`src/rtl/barrel_pool_ctrl.sv`:
```
// barrel_pool_ctrl: slot allocator and collision filter for the barrel pool.
// Each spawn request from kong goes to the lowest-index free slot. The block
// tracks which slots are live, counts requests dropped on a full pool, and
// debounces per-slot mario collisions into a sticky game-over hit.
module barrel_pool_ctrl #(
    parameter int NUM_SLOTS  = 16,
    parameter int IDX_W      = 4,
    parameter int HIT_THRESH = 128,
    parameter int HCNT_W     = 8,
    parameter int OVF_W      = 8
) (
    input  logic                 clk,
    input  logic                 rst_n,
    input  logic                 game_clr,
    input  logic                 run_en,
    input  logic                 spawn_req,
    input  logic [NUM_SLOTS-1:0] retire,
    input  logic [NUM_SLOTS-1:0] hit_raw,
    input  logic                 hit_mask,
    input  logic                 sample_en,
    output logic [NUM_SLOTS-1:0] slot_start,
    output logic [NUM_SLOTS-1:0] slot_active,
    output logic                 spawn_valid,
    output logic [IDX_W-1:0]     spawn_idx,
    output logic                 spawn_full,
    output logic [IDX_W:0]       active_count,
    output logic [OVF_W-1:0]     overflow_count,
    output logic [HCNT_W-1:0]    hit_run,
    output logic                 hit_confirmed
);

    localparam int                CNT_W    = IDX_W + 1;
    localparam logic [HCNT_W-1:0] THRESH_V = HCNT_W'(HIT_THRESH);

    logic [NUM_SLOTS-1:0] free_slots;
    logic                 alloc_found;
    logic [IDX_W-1:0]     alloc_idx;
    logic                 do_spawn;
    logic                 grant;
    logic [NUM_SLOTS-1:0] alloc_onehot;
    logic [NUM_SLOTS-1:0] next_active;
    logic [CNT_W-1:0]     next_count;

    logic                 hit_q;
    logic [HCNT_W-1:0]    run_inc;
    logic [HCNT_W-1:0]    next_run;
    logic                 confirm_set;

    // Lowest-index free slot search, next liveness vector and its popcount.
    // A slot retiring this cycle is excluded so it cannot be reallocated at once.
    always_comb begin
        // NOTE: every always_comb output gets a default first so no path can infer a latch.
        alloc_found = 1'b0;
        alloc_idx   = '0;
        free_slots  = ~slot_active & ~retire;
        for (int i = NUM_SLOTS - 1; i >= 0; i--) begin
            if (free_slots[i]) begin
                alloc_found = 1'b1;
                alloc_idx   = IDX_W'(i);
            end
        end
        do_spawn     = spawn_req & run_en;
        grant        = do_spawn & alloc_found;
        alloc_onehot = grant ? (NUM_SLOTS'(1) << alloc_idx) : '0;
        next_active  = (slot_active & ~retire) | alloc_onehot;
        next_count   = '0;
        for (int i = 0; i < NUM_SLOTS; i++) begin
            next_count = next_count + CNT_W'(next_active[i]);
        end
    end

    // Collision run-length filter: saturating count of qualified hits per strobe.
    always_comb begin
        hit_q       = (|(hit_raw & slot_active)) & ~hit_mask;
        run_inc     = (hit_run >= THRESH_V) ? THRESH_V : hit_run + HCNT_W'(1);
        next_run    = hit_run;
        confirm_set = 1'b0;
        if (hit_mask) begin
            next_run = '0;
        end else if (sample_en) begin
            next_run    = hit_q ? run_inc : '0;
            confirm_set = hit_q && (run_inc == THRESH_V);
        end
    end

    // Pool state and one-cycle allocation/overflow pulses.
    always_ff @(posedge clk or negedge rst_n) begin
        // NOTE: registered state uses non-blocking assignments so every flop sees pre-edge values.
        if (!rst_n) begin
            slot_active    <= '0;
            slot_start     <= '0;
            spawn_valid    <= 1'b0;
            spawn_idx      <= '0;
            spawn_full     <= 1'b0;
            active_count   <= '0;
            overflow_count <= '0;
        end else if (game_clr) begin
            slot_active    <= '0;
            slot_start     <= '0;
            spawn_valid    <= 1'b0;
            spawn_idx      <= '0;
            spawn_full     <= 1'b0;
            active_count   <= '0;
            overflow_count <= '0;
        end else begin
            slot_active  <= next_active;
            active_count <= next_count;
            slot_start   <= alloc_onehot;
            spawn_valid  <= grant;
            spawn_full   <= do_spawn & ~alloc_found;
            if (grant) begin
                spawn_idx <= alloc_idx;
            end
            if (do_spawn && !alloc_found && (overflow_count != {OVF_W{1'b1}})) begin
                overflow_count <= overflow_count + OVF_W'(1);
            end
        end
    end

    // Hit run counter and sticky confirmation flag.
    always_ff @(posedge clk or negedge rst_n) begin
        if (!rst_n) begin
            hit_run       <= '0;
            hit_confirmed <= 1'b0;
        end else if (game_clr) begin
            hit_run       <= '0;
            hit_confirmed <= 1'b0;
        end else begin
            hit_run <= next_run;
            if (confirm_set) begin
                hit_confirmed <= 1'b1;
            end
        end
    end

endmodule

```
`config.mk`:
```
export PLATFORM = sky130hd
export DESIGN_NAME = barrel_pool_ctrl
export DESIGN_NICKNAME = d
export VERILOG_FILES = /design/src/rtl/barrel_pool_ctrl.sv
export SDC_FILE = /design/constraint.sdc
export NUM_CORES = 1
export LEC_CHECK = 0
export CORE_MARGIN = 2
export CORE_UTILIZATION = 43
export CTS_CLUSTER_DIAMETER = 200
export CTS_CLUSTER_SIZE = 25
export DETAILED_ROUTE_END_ITERATION = 10
export PLACE_DENSITY_LB_ADDON = 0.12
export SYNTH_ARGS = -nofsm -noshare
export SYNTH_HDL_FRONTEND = slang
export SYNTH_SLANG_ARGS = --single-unit
export TNS_END_PERCENT = 100
```
`constraint.sdc`:
```
create_clock -name clk -period 4.9 [get_ports clk]
set_input_delay 0.49 -clock clk [delete_from_list [all_inputs] [get_ports clk]]
set_output_delay 0.49 -clock clk [all_outputs]
set_load 0.02 [all_outputs]
```
======== Word level (Yosys, flattened, before mapping) ========
Cells that the tools add are included.
storage, ports and cells
  bits in registers ....................... 60
  bits in latches ......................... 0
  bits in writable memories ............... 0
  ROM bits ................................ 0
  word-level logic and storage cells ...... 102
  memories ................................ 0
operators by class
  add/subtract/negate cells ............... 17
  multipliers ............................. 0
  div/mod/pow operators ................... 0
  $lt $le $gt $ge ......................... 1
  equality and inequality tests ........... 2
  shifts and indexed selects .............. 1
  muxes and demuxes ....................... 51
  bitwise operators ....................... 12
  reduce and logical (&&, ||, !) cells .... 9
operators with widths
  kind                                                      count
  two-way mux 4 bit                                         18
  two-way mux 8 bit                                         7
  adder 5 x 1 -> 5 bit                                      11
  bitwise AND 16 bit                                        3
  two-way mux 16 bit                                        3
  inverter 16 bit                                           2
  two-way mux 1 bit                                         22
  adder 8 x 1 -> 8 bit, second input constant               2
  bitwise OR 16 bit                                         1
  OR reduction 16 bit                                       1
  << shifter 1 x 4 -> 16 bit, first input constant          1
  == test 8 bit, second input constant                      1
  greater-or-equal comparator 8 bit, second input constant  1
  != test 8 bit, second input constant                      1
  nonzero test 2 bit                                        3
  adder 4 x 1 -> 5 bit                                      1
  two-way mux 5 bit                                         1
  adder 3 x 1 -> 4 bit                                      1
  bitwise AND 1 bit                                         4
  adder 2 x 1 -> 3 bit                                      1
  logical AND 1 bit                                         3
  nonzero test 3 bit                                        1
  adder 1 x 1 -> 2 bit                                      1
  inverter 1 bit                                            2
  logical NOT 1 bit                                         1

======== Longest topological paths before layout ========
  depth in word-level cells ............... 37
  depth in mapped cells ................... 18
  depth with buffers taken out ............ 17

======== Worst setup path after synthesis ========
No wires, ideal clock.
  kind .................................... register -> register
  from .................................... register slot_active[11]
  to ...................................... register active_count[3]
  data arrival time ....................... 4.679 ns
  required time ........................... 4.768 ns
  setup slack ............................. 0.089 ns
  stages on the path, launching flop included .. 19
  path buffers ............................ 1
  path through ............................ dfrtp_1 > nor2_1 > o32a_1 > a2111oi_0 > o22ai_1 > clkbuf_1 > nand2_1 > o22ai_1 > fa_1 > fa_1 > fa_1 > inv_1 > fa_1 > inv_1 > ha_1 > a21o_1 > a21oi_1 > xor2_1 > nor2_1
on the way
  word-level cells in the longest chain between the ends .. 33
  elaborated cells between the ends (all ways) .. 47
ends and longest elaborated chain
  what                                                                  RTL line  RTL
  start, declared                                                       22        output logic [NUM_SLOTS-1:0] slot_active,
  start signal, assigned                                                106       slot_active <= next_active;
  inverter 16 bit                                                       55        free_slots = ~slot_active & ~retire;
  bitwise AND 16 bit                                                    55
  two-way mux 4 bit or two-way mux 1 bit (tied branches) (12 in a row)  57        if (free_slots[i]) begin
  << shifter 1 x 4 -> 16 bit or bitwise AND 1 bit (tied branches)       64, 63
  two-way mux 16 bit                                                    64        alloc_onehot = grant ? (NUM_SLOTS'(1) << alloc_idx) : '0;
  bitwise OR 16 bit (*)                                                 65        next_active = (slot_active & ~retire) | alloc_onehot;
  adder 1 x 1 -> 2 bit                                                  68        next_count = next_count + CNT_W'(next_active[i]);
  adder 2 x 1 -> 3 bit                                                  68
  adder 3 x 1 -> 4 bit                                                  68
  adder 4 x 1 -> 5 bit                                                  68
  adder 5 x 1 -> 5 bit (10 in a row)                                    68
  adder 5 x 1 -> 5 bit (*)                                              68
  two-way mux 5 bit (*)                                                 97        end else if (game_clr) begin
  end signal, assigned                                                  107       active_count <= next_count;
  end, declared                                                         26        output logic [IDX_W:0] active_count,
Every way passes the cells marked *; elsewhere a longest branch is shown, timed or not.
A chain may end at the register's enable or synchronous reset.

======== Worst setup path in the final report ========
  from .................................... input retire[0]
  to ...................................... register active_count[1]
on the way
  word-level cells in the longest chain between the ends .. 22
  elaborated cells between the ends (all ways) .. 25
ends and longest elaborated chain
  what                                                             RTL line  RTL
  start, declared                                                  17        input logic [NUM_SLOTS-1:0] retire,
  inverter 16 bit (*)                                              55, 65
  bitwise AND 16 bit                                               55
  two-way mux 4 bit or two-way mux 1 bit (tied branches)           57
  << shifter 1 x 4 -> 16 bit or bitwise AND 1 bit (tied branches)  64, 63
  two-way mux 16 bit                                               64
  bitwise OR 16 bit (*)                                            65
  adder 1 x 1 -> 2 bit                                             68
  adder 2 x 1 -> 3 bit                                             68
  adder 3 x 1 -> 4 bit                                             68
  adder 4 x 1 -> 5 bit                                             68
  adder 5 x 1 -> 5 bit (10 in a row)                               68
  adder 5 x 1 -> 5 bit (*)                                         68
  two-way mux 5 bit (*)                                            97
Marks and branches as above.

==> flow_summary.ini <==
[run_status]
status = complete, no violations

[floorplanning]
die_area_um2 = 8335
fp-row-count = 31
num_io_pins = 99
die_y_um = 91.30
core_um2 = 7331
start_util_pct = 44.70
dieWidth_um = 91.30

[yosys]
avgSynthCellArea_um2 = 9.870
syn_area_um2 = 3277
synth_top_area_cell = dfrtp_1
async_flop_share_pct = 100.0
synth_top_family_by_area = compound AO/OA/AOI/OAI gates
synth_edf_count = 0
syn_nets = 389
synth_xor_area_share_pct = 2.138
yosysMostFrequentCell = dfrtp_1
synth_compound_area_share_pct = 19.93
ys_top_cells_by_area = dfrtp_1, fa_1, nor2_1, o22ai_1, ha_1
yosys.area_share.simple_pct = 17.53
synth-main-ff-cell = dfrtp_1
netlist_top_cells_count = dfrtp_1, nor2_1, inv_1
synth_seq_area_share_pct = 45.82
synth-seq-cells = 60
yosysTopAreaCellShare_pct = 45.82
synth_mux_area_share_pct = 0.9546
yosysUniqueCellTypes = 48
syn_inst = 332
yosysWarnings = 0
synthAdderAreaFrac_pct = 9.164

[setup_path]
worstSetupEndpointType = flip-flop
rr_startpoint = slot_active[12]
critPathKind = primary input to flip-flop
crit_arrival_ns = 5.03
crit_start = retire[0]
crit_fanout = 5
worstPathRequired_ns = 5.09
crit_path_start_kind = primary input

[worst_hold_path]
hold_class = primary input to async pin

[detailed_routing]
wl_um = 10160
num_vias = 3269
via_per_inst = 5.550
ant_nets = 0
wl_met1_um = 4419
first_iter_violations = 219
wl_met3_um = 672
drc = 0
wire_per_inst_um = 17.25
top_layer = met4
first_pass_iters = 4
dr_wl_met2_um = 4921

[global_routing]
overflow = 0
grt_pass1_vias = 3213
grt_max_degree = 61
grtUsageTotal_pct = 24.60
grt_antenna_before_repair = 0
grt_pass1_wl_um = 15990

[sta]
worst_pin_slew_ns = 0.9649
drv_slew = 0
finalCritPeriodShare_pct = 98.81
rsz0062_at_grt = true
slew_headroom_pct = 35.47
hold_viol_final = 0
holdWs_ns = 0.2765
finalCriticalPeriod_ns = 4.842
fmax_ghz = 0.2065
finClkSkew_ns = 0.01264
setup_viol = 0

[pwr]
powerDensity_nw_per_um2 = 222.3
ir_worst_vdd_mv = 0.1202
power_leakage_nw = 2.280
power_w = 0.001149

[finish]
area_growth_syn_to_layout_pct = 57.69
nNetsFinal = 542
diodes = 0
drive_above_1_share_pct = 23.06
fillCellCount = 546
multiInputGateArea_um2 = 1810
seq_area_um2 = 1501
finish.utilization_pct = 70.49

[cts]
htree_levels = 3
cts_tree = yes
ctsLongestPathBuffers = 2
cts.sinks = 60
cts_buffers = 9
worstSkewPairLatency_ns = 0.35
path_clk_slew_ns = 0.08
hold_buffers = 0
cts_root_buf = clkbuf_8

[placement]
dp_hpwl_um = 7535
gp_congestion = 0.9535
port_buffers = 98

[run]
cap_violations = 0
## kinds of logic after synthesis
kind of cell | Yosys count
compound gates | 93
buf+inv | 37
fa+ha+maj | 18
flops | 60
xor+xnor | 8
simple gates | 113
mux | 3
## flip-flops by register name, indices dropped and copies added (netlist names)
signal,count
spawn_idx,4
hit_run,8
slot_active,16
hit_confirmed,1
slot_start,16
spawn_full,1
overflow_count,8
spawn_valid,1
active_count,5
## final timing paths
check | end | slack, ns | depth (start not counted)
max | active_count[1] | 0.06 | 18
min in group clk | hit_confirmed | 0.51 | 2
min | hit_run[2] | 0.28 | 2
min reg2reg | hit_confirmed | 0.51 | 2
max reg2reg | active_count[1] | 0.08 | 15
max in group asynchronous | active_count[2] | 4.11 | 2
## routing by layer
metal | vias to the layer above | track usage [%]
met4 | 0 | 8.207
met2 | 139 | 38.21
met5 | - | 0
li1 | 1499 | -
met3 | 12 | 4.315
met1 | 1619 | 35.03
## per-stage QoR
stage | worst slack, ns | setup TNS [ns] | area (µm²) | instances
floorplan | 0.08877 | 0 | 3277 | 332
global placement | -0.5196 | -2.123 | 4726 | 570
detailed placement | -0.6977 | -2.889 | 4726 | 570
CTS | 0.01169 | 0 | 5027 | 586
global route | -0.08207 | -0.1726 | 5167 | 589
finish | 0.05825 | 0 | 5167 | 589
## final cells by class
class                      count  share of cell area (%)
inverter                      24                   1.743
multi-input combinational    235                   35.04
sequential                    60                   29.06
tap                           99                   2.397
clock inverter                 5                   1.138
timing repair buffer         155                   27.70
clock buffer                  11                   2.930
## power breakdown
group	switching (W)	total, W	internal [W]
registers	0.00000347	0.000503	0.000500
clock network	0.000212	0.000476	0.000263
logic	0.0000855	0.000170	0.0000842
total	0.000301	0.00115	0.000847
## worst max-delay path, cell delays in order
cell	delay (ns)
clkdlybuf4s50_1	0.52
o22ai_1	0.17
nor4_2	0.20
buf_4	0.18
nand2_1	0.10
buf_4	0.15
nor3_1	0.19
nand2_1	0.12
nand2_1	0.10
fa_1	0.43
fa_1	0.49
inv_1	0.05
fa_2	0.51
inv_1	0.05
fa_2	0.55
ha_4	0.14
fa_2	0.43
nor2b_1	0.14
## layout by cell type, fill, tap and decap left out, types with 7 or more instances in the layout
| master | count |
|---|---|
| clkdlybuf4s50_1 | 83 |
| nor3_1 | 9 |
| o32ai_1 | 9 |
| o21ai_0 | 11 |
| nor2_1 | 42 |
| buf_4 | 55 |
| inv_1 | 23 |
| a21oi_1 | 10 |
| o22ai_1 | 13 |
| nand2_1 | 9 |
| o22ai_2 | 7 |
| clkbuf_8 | 11 |
| dfrtp_1 | 60 |
| dlymetal6s2s_1 | 10 |
| nand2b_1 | 13 |
| nand3_1 | 7 |
## what timing repair did
action	in CTS	in global routing
resized for setup	25	30
setup endpoints to repair	4	4
pin swaps	7	15
buffers inserted	0	3
(Power assumes the default switching activity.)
